**src/rtl/program_loader.sv**
```systemverilog
// Boot loader: assembles a big-endian byte stream into 16-bit words,
// writes program memory, holds the core in reset until the image is in.
//
// Ports:
//   clk, reset_n         clock, async active-low reset
//   byte_in/_valid/_ready host byte stream (valid/ready)
//   restart              sync abort, start a new load
//   mem_wr_en/_addr/_data program memory write port
//   proc_reset           held high while loading / on error
//   done, err            image loaded / image rejected
module program_loader #(
  parameter int ADDR_W = 8,
  parameter int DATA_W = 16
) (
  input  logic              clk,
  input  logic              reset_n,
  input  logic [7:0]        byte_in,
  input  logic              byte_valid,
  output logic              byte_ready,
  input  logic              restart,
  output logic              mem_wr_en,
  output logic [ADDR_W-1:0] mem_wr_addr,
  output logic [DATA_W-1:0] mem_wr_data,
  output logic              proc_reset,
  output logic              done,
  output logic              err
);

  localparam int DEPTH = 1 << ADDR_W;

  typedef enum logic [2:0] {
    CNT_HI,
    CNT_LO,
    DATA_HI,
    DATA_LO,
    DONE_S,
    ERROR_S
  } state_t;

  state_t            state, state_d;
  logic [15:0]       count, count_d;
  logic [ADDR_W:0]   index, index_d;
  logic [7:0]        hi, hi_d;
  logic              wr_en_d;
  logic [ADDR_W-1:0] wr_addr_d;
  logic [DATA_W-1:0] wr_data_d;
  logic              prst_d, done_d, err_d;

  logic              busy;
  logic              xfer;
  logic [15:0]       n_full;
  logic [16:0]       idx_inc;

  assign busy = (state == CNT_HI) || (state == CNT_LO) ||
                (state == DATA_HI) || (state == DATA_LO);

  assign byte_ready = busy & ~restart & reset_n;
  assign xfer       = byte_valid & byte_ready;
  assign n_full     = {count[15:8], byte_in};
  assign idx_inc    = 17'(index) + 17'd1;

  always_comb begin
    state_d   = state;
    count_d   = count;
    index_d   = index;
    hi_d      = hi;
    wr_en_d   = 1'b0;
    wr_addr_d = mem_wr_addr;
    wr_data_d = mem_wr_data;
    prst_d    = proc_reset;
    done_d    = done;
    err_d     = err;
    if (restart) begin
      state_d = CNT_HI;
      prst_d  = 1'b1;
      done_d  = 1'b0;
      err_d   = 1'b0;
      index_d = '0;
    end else begin
      unique case (state)
        CNT_HI: begin
          if (xfer) begin
            count_d = {byte_in, count[7:0]};
            state_d = CNT_LO;
          end
        end
        CNT_LO: begin
          if (xfer) begin
            count_d = n_full;
            if (n_full == 16'd0) begin
              state_d = DONE_S;
            end else if ({1'b0, n_full} > 17'(DEPTH)) begin
              state_d = ERROR_S;
              err_d   = 1'b1;
            end else begin
              state_d = DATA_HI;
              index_d = '0;
            end
          end
        end
        DATA_HI: begin
          if (xfer) begin
            hi_d    = byte_in;
            state_d = DATA_LO;
          end
        end
        DATA_LO: begin
          if (xfer) begin
            wr_en_d   = 1'b1;
            wr_addr_d = index[ADDR_W-1:0];
            wr_data_d = DATA_W'({hi, byte_in});
            index_d   = index + (ADDR_W+1)'(1);
            // Index is one bit wider than the address so N == DEPTH
            // terminates without wrapping.
            if (idx_inc == {1'b0, count}) state_d = DONE_S;
            else                          state_d = DATA_HI;
          end
        end
        DONE_S: begin
          prst_d = 1'b0;
          done_d = 1'b1;
        end
        ERROR_S: begin
          prst_d = 1'b1;
          err_d  = 1'b1;
        end
        default: state_d = CNT_HI;
      endcase
    end
  end

  always_ff @(posedge clk or negedge reset_n) begin
    if (!reset_n) begin
      state       <= CNT_HI;
      count       <= '0;
      index       <= '0;
      hi          <= '0;
      mem_wr_en   <= 1'b0;
      mem_wr_addr <= '0;
      mem_wr_data <= '0;
      proc_reset  <= 1'b1;
      done        <= 1'b0;
      err         <= 1'b0;
    end else begin
      state       <= state_d;
      count       <= count_d;
      index       <= index_d;
      hi          <= hi_d;
      mem_wr_en   <= wr_en_d;
      mem_wr_addr <= wr_addr_d;
      mem_wr_data <= wr_data_d;
      proc_reset  <= prst_d;
      done        <= done_d;
      err         <= err_d;
    end
  end

endmodule
```
**config.mk**
```make
export PLATFORM = sky130hd
export DESIGN_NAME = program_loader
export DESIGN_NICKNAME = d
export VERILOG_FILES = /design/src/rtl/program_loader.sv
export SDC_FILE = /design/constraint.sdc
export NUM_CORES = 1
export LEC_CHECK = 0
export ABC_AREA = 0
export BUFFER_PORTS_ARGS = -buffer_cell sky130_fd_sc_hd__buf_2
export CORE_ASPECT_RATIO = 1.25
export CORE_MARGIN = 2
export CORE_UTILIZATION = 40
export CTS_CLUSTER_DIAMETER = 200
export DETAILED_ROUTE_END_ITERATION = 8
export PLACE_DENSITY_LB_ADDON = 0.2
export SYNTH_ARGS = -nofsm -noshare
export SYNTH_HDL_FRONTEND = slang
export SYNTH_SLANG_ARGS = --single-unit
```
**constraint.sdc**
```tcl
create_clock -name clk -period 2.05 [get_ports clk]
set_input_delay 0.41 -clock clk [delete_from_list [all_inputs] [get_ports clk]]
set_output_delay 0.41 -clock clk [all_outputs]
set_load 0.005 [all_outputs]
```
==> results of run 1 <==
[registers in the layout, summed over array words and instances, names as in the netlist]
signal and cells:
proc_reset 1, done 1, count 16, mem_wr_addr 8, index 9, mem_wr_data 16
state 3, err 1, hi 8, mem_wr_en 1
[worst max-delay path, stage by stage (launching register included)]
cell and delay [ns]:
sky130_fd_sc_hd__dfrtp_1 0.38, sky130_fd_sc_hd__ha_1 0.18, sky130_fd_sc_hd__nand4_1 0.26, sky130_fd_sc_hd__xnor2_1 0.25, sky130_fd_sc_hd__nand2_1 0.06, sky130_fd_sc_hd__mux2_1 0.29, sky130_fd_sc_hd__a211oi_2 0.24, sky130_fd_sc_hd__o32ai_1 0.13
[metal layers]
metal  share of wire  up-vias  global-route usage
met3           0.040       15              0.0327
li1                -     1109                   -
met4           0.030        0              0.0965
met5               0        -                   0
met2            0.49       55               0.299
met1            0.44     1117               0.240
[final cells by class]
| cell class | instances | area, um^2 | share of cell area |
|---|---|---|---|
| Multi-Input combinational cell | 206 | 1250 | 0.346 |
| Clock buffer | 11 | 141 | 0.0392 |
| Inverter | 7 | 26.3 | 0.00729 |
| Timing Repair Buffer | 61 | 370 | 0.103 |
| Clock inverter | 5 | 104 | 0.0288 |
| Tap cell | 90 | 113 | 0.0312 |
| Sequential cell | 64 | 1600 | 0.444 |
[layout by cell type, fill, tap and decap left out, types with 4 or more instances in the layout]
cell	count
sky130_fd_sc_hd__inv_1	6
sky130_fd_sc_hd__nor4_1	5
sky130_fd_sc_hd__dfrtp_1	63
sky130_fd_sc_hd__mux2_2	24
sky130_fd_sc_hd__buf_4	20
sky130_fd_sc_hd__xnor2_1	8
sky130_fd_sc_hd__nand2_1	80
sky130_fd_sc_hd__a31oi_1	7
sky130_fd_sc_hd__a21oi_1	13
sky130_fd_sc_hd__nor2_1	13
sky130_fd_sc_hd__buf_2	40
sky130_fd_sc_hd__o21ai_0	9
sky130_fd_sc_hd__nand3_1	5
sky130_fd_sc_hd__nor3_1	4
sky130_fd_sc_hd__clkbuf_8	10
sky130_fd_sc_hd__xor2_1	4
[repair_timing]
| item | 4_1_cts | 5_1_grt |
|---|---|---|
| gates resized for setup | 0 | 0 |
| endpoints found under the setup margin | 0 | 2 |
| hold buffers | 0 | 0 |
[stage by stage]
stage / cell area [um^2] / utilization
after detailed placement: 3360 / 0.479
after floorplan: 2930 / -
after CTS: 3610 / 0.514
after global routing: 3610 / 0.514
final: 3610 / 0.514
after global placement: 3360 / 0.479
[power breakdown]
part / internal [W] / switching [W] / total (W)
Sequential: 0.00135 / 0.0000730 / 0.00143
Combinational: 0.000168 / 0.000152 / 0.000320
Clock: 0.000841 / 0.000490 / 0.00133
[synthesized netlist by cell type (all sizes together) (3+ instances only)]
cell | instances | share of area
nand2 | 81 | 0.10
dfrtp | 63 | 0.54
mux2 | 25 | 0.096
nor2 | 14 | 0.019
a21oi | 13 | 0.022
o21ai | 9 | 0.015
clkbuf | 8 | 0.011
xnor2 | 8 | 0.024
a31oi | 7 | 0.015
inv | 7 | 0.0090
nand3 | 6 | 0.012
nor3 | 5 | 0.012
nor4 | 5 | 0.011
buf | 4 | 0.0068
xor2 | 4 | 0.012
nand4 | 3 | 0.0064
nor2b | 3 | 0.0064
or2 | 3 | 0.0064
[logic make-up (layout without fill, tap and decap cells)]
logic type,Yosys count,count (layout)
simple gates,127,127
flops,64,64
compound gates,40,40
mux,26,26
buf+inv,19,84
xor+xnor,12,12
fa+ha+maj,1,1
[how the worst max path moves through the flow]
stage / startpoint / endpoint / cells past startpoint
floorplan: index[0]$_DFFE_PN0P_ / state[1]$_DFFE_PN0P_ / 7
global placement: byte_in[2] / index[5]$_DFFE_PN0P_ / 7
detailed placement: byte_in[2] / index[5]$_DFFE_PN0P_ / 7
CTS: count[15]$_DFFE_PN0P_ / index[8]$_DFFE_PN0P_ / 6
global route: index[1]$_DFFE_PN0P_ / state[1]$_DFFE_PN0P_ / 7
finish: index[1]$_DFFE_PN0P_ / state[1]$_DFFE_PN0P_ / 7
==> flow_summary.yaml, run 1 <==
clocking:
  tritoncts: "yes"
  cts_made_buffers: 9
  clkSlewWorstSetupHoldPaths_ns: 0.07
  cts_sinks: 64
  post-cts-setup-buffers: 0
  clock_latency_ns: 0.35
  cts.htree.levels: 3
  cts_max_path_buffers: 2
  cts_root_buffer: "sky130_fd_sc_hd__clkbuf_8"
die:
  die_area_um2: 8030
  pin_count: 41
  initial_utilization: 0.417
  die_h_um: 99.7
  core_region_area_um2: 7020
  die_width_um: 80.5
  core_rows: 34
global_routing:
  antenna_found_initial: 0
  grt_use_total: 0.186
  largest_net_degree_at_the_start_of_global_routing: 56
  grt_pass1_vias: 2259
  total_congestion_overflow_after_global_routing: 0
  grt_first_pass_wirelength_mm: 11.2
synthesis:
  synth_async_sr_flop_share: 1.00
  synth_enable_flop_cells: 0
  synth_seq_area_share: 0.547
  synth_xor_area_frac: 0.0359
  mapped_avg_cell_area_um2: 10.1
  ys_ff_latch: 64
  ys_dominant_reg_cell: "sky130_fd_sc_hd__dfrtp_1"
  syn-cell-area_um2: 2930
  mappedNetlistNets: 302
  synth_top_family_by_area: "simple AND/OR/NAND/NOR gates"
  synth.area.mux_share: 0.0995
  simple_gate_area_share_of_the_yosys_netlist: 0.196
  syn-instance-count: 289
  yosys_warnings: 0
  post_synth_fa_ha_maj_area_fraction: 0.00427
  synth.distinct_cells: 45
  synth_compound_gate_area_share: 0.0910
timing:
  finalCritPeriodShare: 0.940
  worst_slew_pin_slew_ns: 0.694
  setup-tns-final_ns: 0
  final_setup_margin_ns: 0.123
  min_period_ns: 1.93
  report.final.slew_viol_count: 0
  max_slew_margin: 0.537
  unrepaired_setup_endpoints_after_global_routing: "false"
  hold_slack_ns: 0.0689
  final_setup_violation_count: 0
  final.setup_skew_ns: 0.00841
  timing.final.hold_violations: 0
  clock.fmax_mhz: 519
drt:
  detail_route.iter0.violations: 152
  post_detailed_route_count_of_antenna_violating_nets: 0
  via_count: 2296
  detail_route.first_pass.iterations: 4
  per_cell_routed_wire_length_um: 15.2
  drc_errors: 0
  routed_wirelength_mm: 6.74
  vias_per_cell: 5.17
cells_and_area:
  nets: 362
  drive_gt1_frac: 0.316
  antenna-diode-count: 0
  final_cells: 444
  area_delta_synth_final_pct: 23.1
  fillCellCount: 665
worst_setup_path:
  crit_path_max_fanout: 5
  worst-endpoint-required_ns: 2.26
  worstSetupStartpointType: "flip-flop"
  critPathArrivalTime_ns: 2.13
  timing.reg2reg.worst_path_depth: 7
  capture_point_of_the_worst_reg_to_reg_path: "state[1]$_DFFE_PN0P_"
  worst-setup-path-type: "flip-flop to flip-flop"
  r2r-start: "index[1]$_DFFE_PN0P_"
  worst-r2r-setup-slack_ns: 0.12
  crit_path_end_kind: "flip-flop"
min_path:
  hp-class: "input pin to asynchronous set/reset pin"
placed_design:
  dpl_worst_slack_ns: 0.0849
  post-dp-hpwl_mm: 4.78
  place.detailed.instances: 428
  gp_congestion: 0.856
  io_buffer_count: 40
run_status:
  run_status: "complete, no violations"
pwr:
  power.leakage_nw: 1.82
  p_total_w: 0.00308
  power-per-cell-area_nw_per_um2: 854
  maximum_vdd_drop_uv: 604
job:
  drv.max_cap_violation_count: 0
Note: power is estimated with default switching activity, not from simulation.
==> inputs of run 2 (changes only) <==
--- a/config.mk
+++ b/config.mk
@@ -8,7 +8,6 @@
 export ABC_AREA = 0
 export BUFFER_PORTS_ARGS = -buffer_cell sky130_fd_sc_hd__buf_2
 export CORE_ASPECT_RATIO = 1.25
-export CORE_MARGIN = 2
 export CORE_UTILIZATION = 40
 export CTS_CLUSTER_DIAMETER = 200
 export DETAILED_ROUTE_END_ITERATION = 8
==> run 2 against run 1 <==
  * Final area is 1.9% lower
  * Sequential power hardly changed
  * Maximum frequency is 1.1% lower
  * Die area is 4.4% lower
  * Clock power is 11% lower
  * Largest power group unchanged
  * Highest routed layer unchanged
==> flow_summary.yaml, run 2 (same netlist as run 1, synthesis figures left out) <==
run_status:
  run_status: "complete, no violations"
timing:
  clock.fmax_mhz: 513
  unrepaired_setup_endpoints_after_global_routing: "false"
  report.final.slew_viol_count: 0
  final_setup_margin_ns: 0.102
  setup-tns-final_ns: 0
  finalCritPeriodShare: 0.950
  worst_slew_pin_slew_ns: 0.698
  max_slew_margin: 0.535
  timing.final.hold_violations: 0
  final_setup_violation_count: 0
  final.setup_skew_ns: 0.00788
  min_period_ns: 1.95
die:
  pin_count: 41
  core_region_area_um2: 7020
  initial_utilization: 0.417
  die_h_um: 97.7
  die_area_um2: 7670
  die_width_um: 78.5
  core_rows: 34
cells_and_area:
  design_area_um2: 3540
  layout.cells.most_common: "sky130_fd_sc_hd__nand2_1"
  area_delta_synth_final_pct: 20.8
  antenna-diode-count: 0
  fillCellCount: 698
  top_library_cells_by_usage_in_the_layout_fill_and_taps_aside: "80 x sky130_fd_sc_hd__nand2_1, 61 x sky130_fd_sc_hd__dfrtp_1, 40 x sky130_fd_sc_hd__buf_2"
  nets: 356
  drive_gt1_frac: 0.307
  top_regs: "count: 16 flops, mem_wr_data: 16 flops, index: 9 flops"
min_path:
  hp-class: "input pin to asynchronous set/reset pin"
placed_design:
  gp_congestion: 0.868
  post-dp-hpwl_mm: 4.59
  placed_cell_area_um2: 3320
  dpl_worst_slack_ns: 0.0706
  io_buffer_count: 40
worst_setup_path:
  worst-r2r-setup-slack_ns: 0.10
  crit_slowest_cell: "sky130_fd_sc_hd__or4_4"
  worst-setup-path-type: "flip-flop to flip-flop"
  capture_point_of_the_worst_reg_to_reg_path: "index[0]$_DFFE_PN0P_"
  timing.critical_path.slowest_cell_delay_ns: 0.56
  crit_path_max_fanout: 7
  crit_end: "index[0]$_DFFE_PN0P_"
  critPathArrivalTime_ns: 2.16
  cells_traversed_along_the_worst_timing_path: "or4_4 -> nor3_4 -> a31oi_1 -> o31ai_4 -> buf_4 -> mux2i_1"
  worst-endpoint-required_ns: 2.26
  crit_path_end_kind: "flip-flop"
  worstSetupStartpointType: "flip-flop"
  timing.reg2reg.worst_path_depth: 6
  r2r-start: "count[15]$_DFFE_PN0P_"
  setup.worst_path.start: "count[15]$_DFFE_PN0P_"
global_routing:
  grt_first_pass_wirelength_mm: 11.0
  largest_net_degree_at_the_start_of_global_routing: 56
  total_congestion_overflow_after_global_routing: 0
  grt_pass1_vias: 2168
  antenna_found_initial: 0
  grt_use_total: 0.191
pwr:
  power-per-cell-area_nw_per_um2: 829
  power.leakage_nw: 1.77
  maximum_vdd_drop_uv: 451
clocking:
  clkSlewWorstSetupHoldPaths_ns: 0.07
  cts_max_path_buffers: 2
  cts_sinks: 64
  cts_root_buffer: "sky130_fd_sc_hd__clkbuf_8"
  cts.htree.levels: 3
  tritoncts: "yes"
  clock_latency_ns: 0.34
  cts_made_buffers: 9
drt:
  per_cell_routed_wire_length_um: 15.1
  post_detailed_route_count_of_antenna_violating_nets: 0
  vias_per_cell: 5.07
  routed_wirelength_mm: 6.61
  detail_route.first_pass.iterations: 4
  drc_errors: 0
  via_count: 2221
  detail_route.iter0.violations: 171
job:
  drv.max_cap_violation_count: 0
==> run 2: cell types whose count changed in the layout (fill, tap and decap cells not counted), sizes merged <==
| cell | delta |
|---|---|
| buf | -6 |
| bufinv | -1 |
| clkbuf | +2 |
| clkinv | -1 |
==> run 2: what timing repair did <==
action,in CTS,in global routing
endpoints found under the setup margin,0,3
resized for setup,0,3
hold buffers,0,0
setup buffers,0,0
==> run 2: per-stage QoR <==
step	utilization	instances	hold slack [ns]	total power (W)
floorplan	-	289	0.114	0.00165
finish	0.504	438	0.0187	0.00293
global placement	0.472	422	0.385	0.00175
global route	0.504	438	0.0180	0.00306
detailed placement	0.472	422	0.379	0.00177
CTS	0.503	438	0.00486	0.00297
==> run 2: cell type report <==
class | count | area, um^2 | share of cell area
clock inverter | 3 | 65.1 | 0.0184
timing repair buffer | 55 | 325 | 0.0919
multi-input combinational | 206 | 1250 | 0.355
inverter | 7 | 26.3 | 0.00743
sequential | 64 | 1610 | 0.454
tap | 90 | 113 | 0.0318
clock buffer | 13 | 149 | 0.0421
==> run 2: worst min path at each step <==
| stage | start | end | slack [ns] | cells past startpoint |
|---|---|---|---|---|
| 2_1_floorplan | reset_n | count[0]$_DFFE_PN0P_ | 0.11 | 0 |
| 3_3_place_gp | reset_n | state[0]$_DFFE_PN0P_ | 0.38 | 2 |
| 3_5_place_dp | reset_n | state[0]$_DFFE_PN0P_ | 0.38 | 2 |
| 4_1_cts | reset_n | state[0]$_DFFE_PN0P_ | 0.005 | 2 |
| 5_1_grt | reset_n | state[0]$_DFFE_PN0P_ | 0.02 | 2 |
| 6_report | reset_n | state[0]$_DFFE_PN0P_ | 0.02 | 2 |
==> run 2: power by group <==
part	leakage, nW	switching, W	total, W	internal (W)
registers	0.859	0.0000752	0.00143	0.00135
clock network	0.108	0.000475	0.00119	0.000718
logic	0.805	0.000146	0.000310	0.000165
total	1.77	0.000696	0.00293	0.00224
==> run 2: layer usage <==
metal	up-vias	GRT usage	part of all wire
met5	-	0	0
met4	0	0.0812	0.015
met3	7	0.0432	0.028
met2	39	0.304	0.49
met1	1081	0.249	0.46
li1	1094	-	-
==> run 2: critical path: cells and delay by family, from the launching register on <==
family / cells / cell delay, ns
DFF: 1 / 0.37
buffers and inverters: 1 / 0.20
muxes: 1 / 0.08
AOI/OAI and AO/OA: 2 / 0.44
and+or+nand+nor: 2 / 0.72
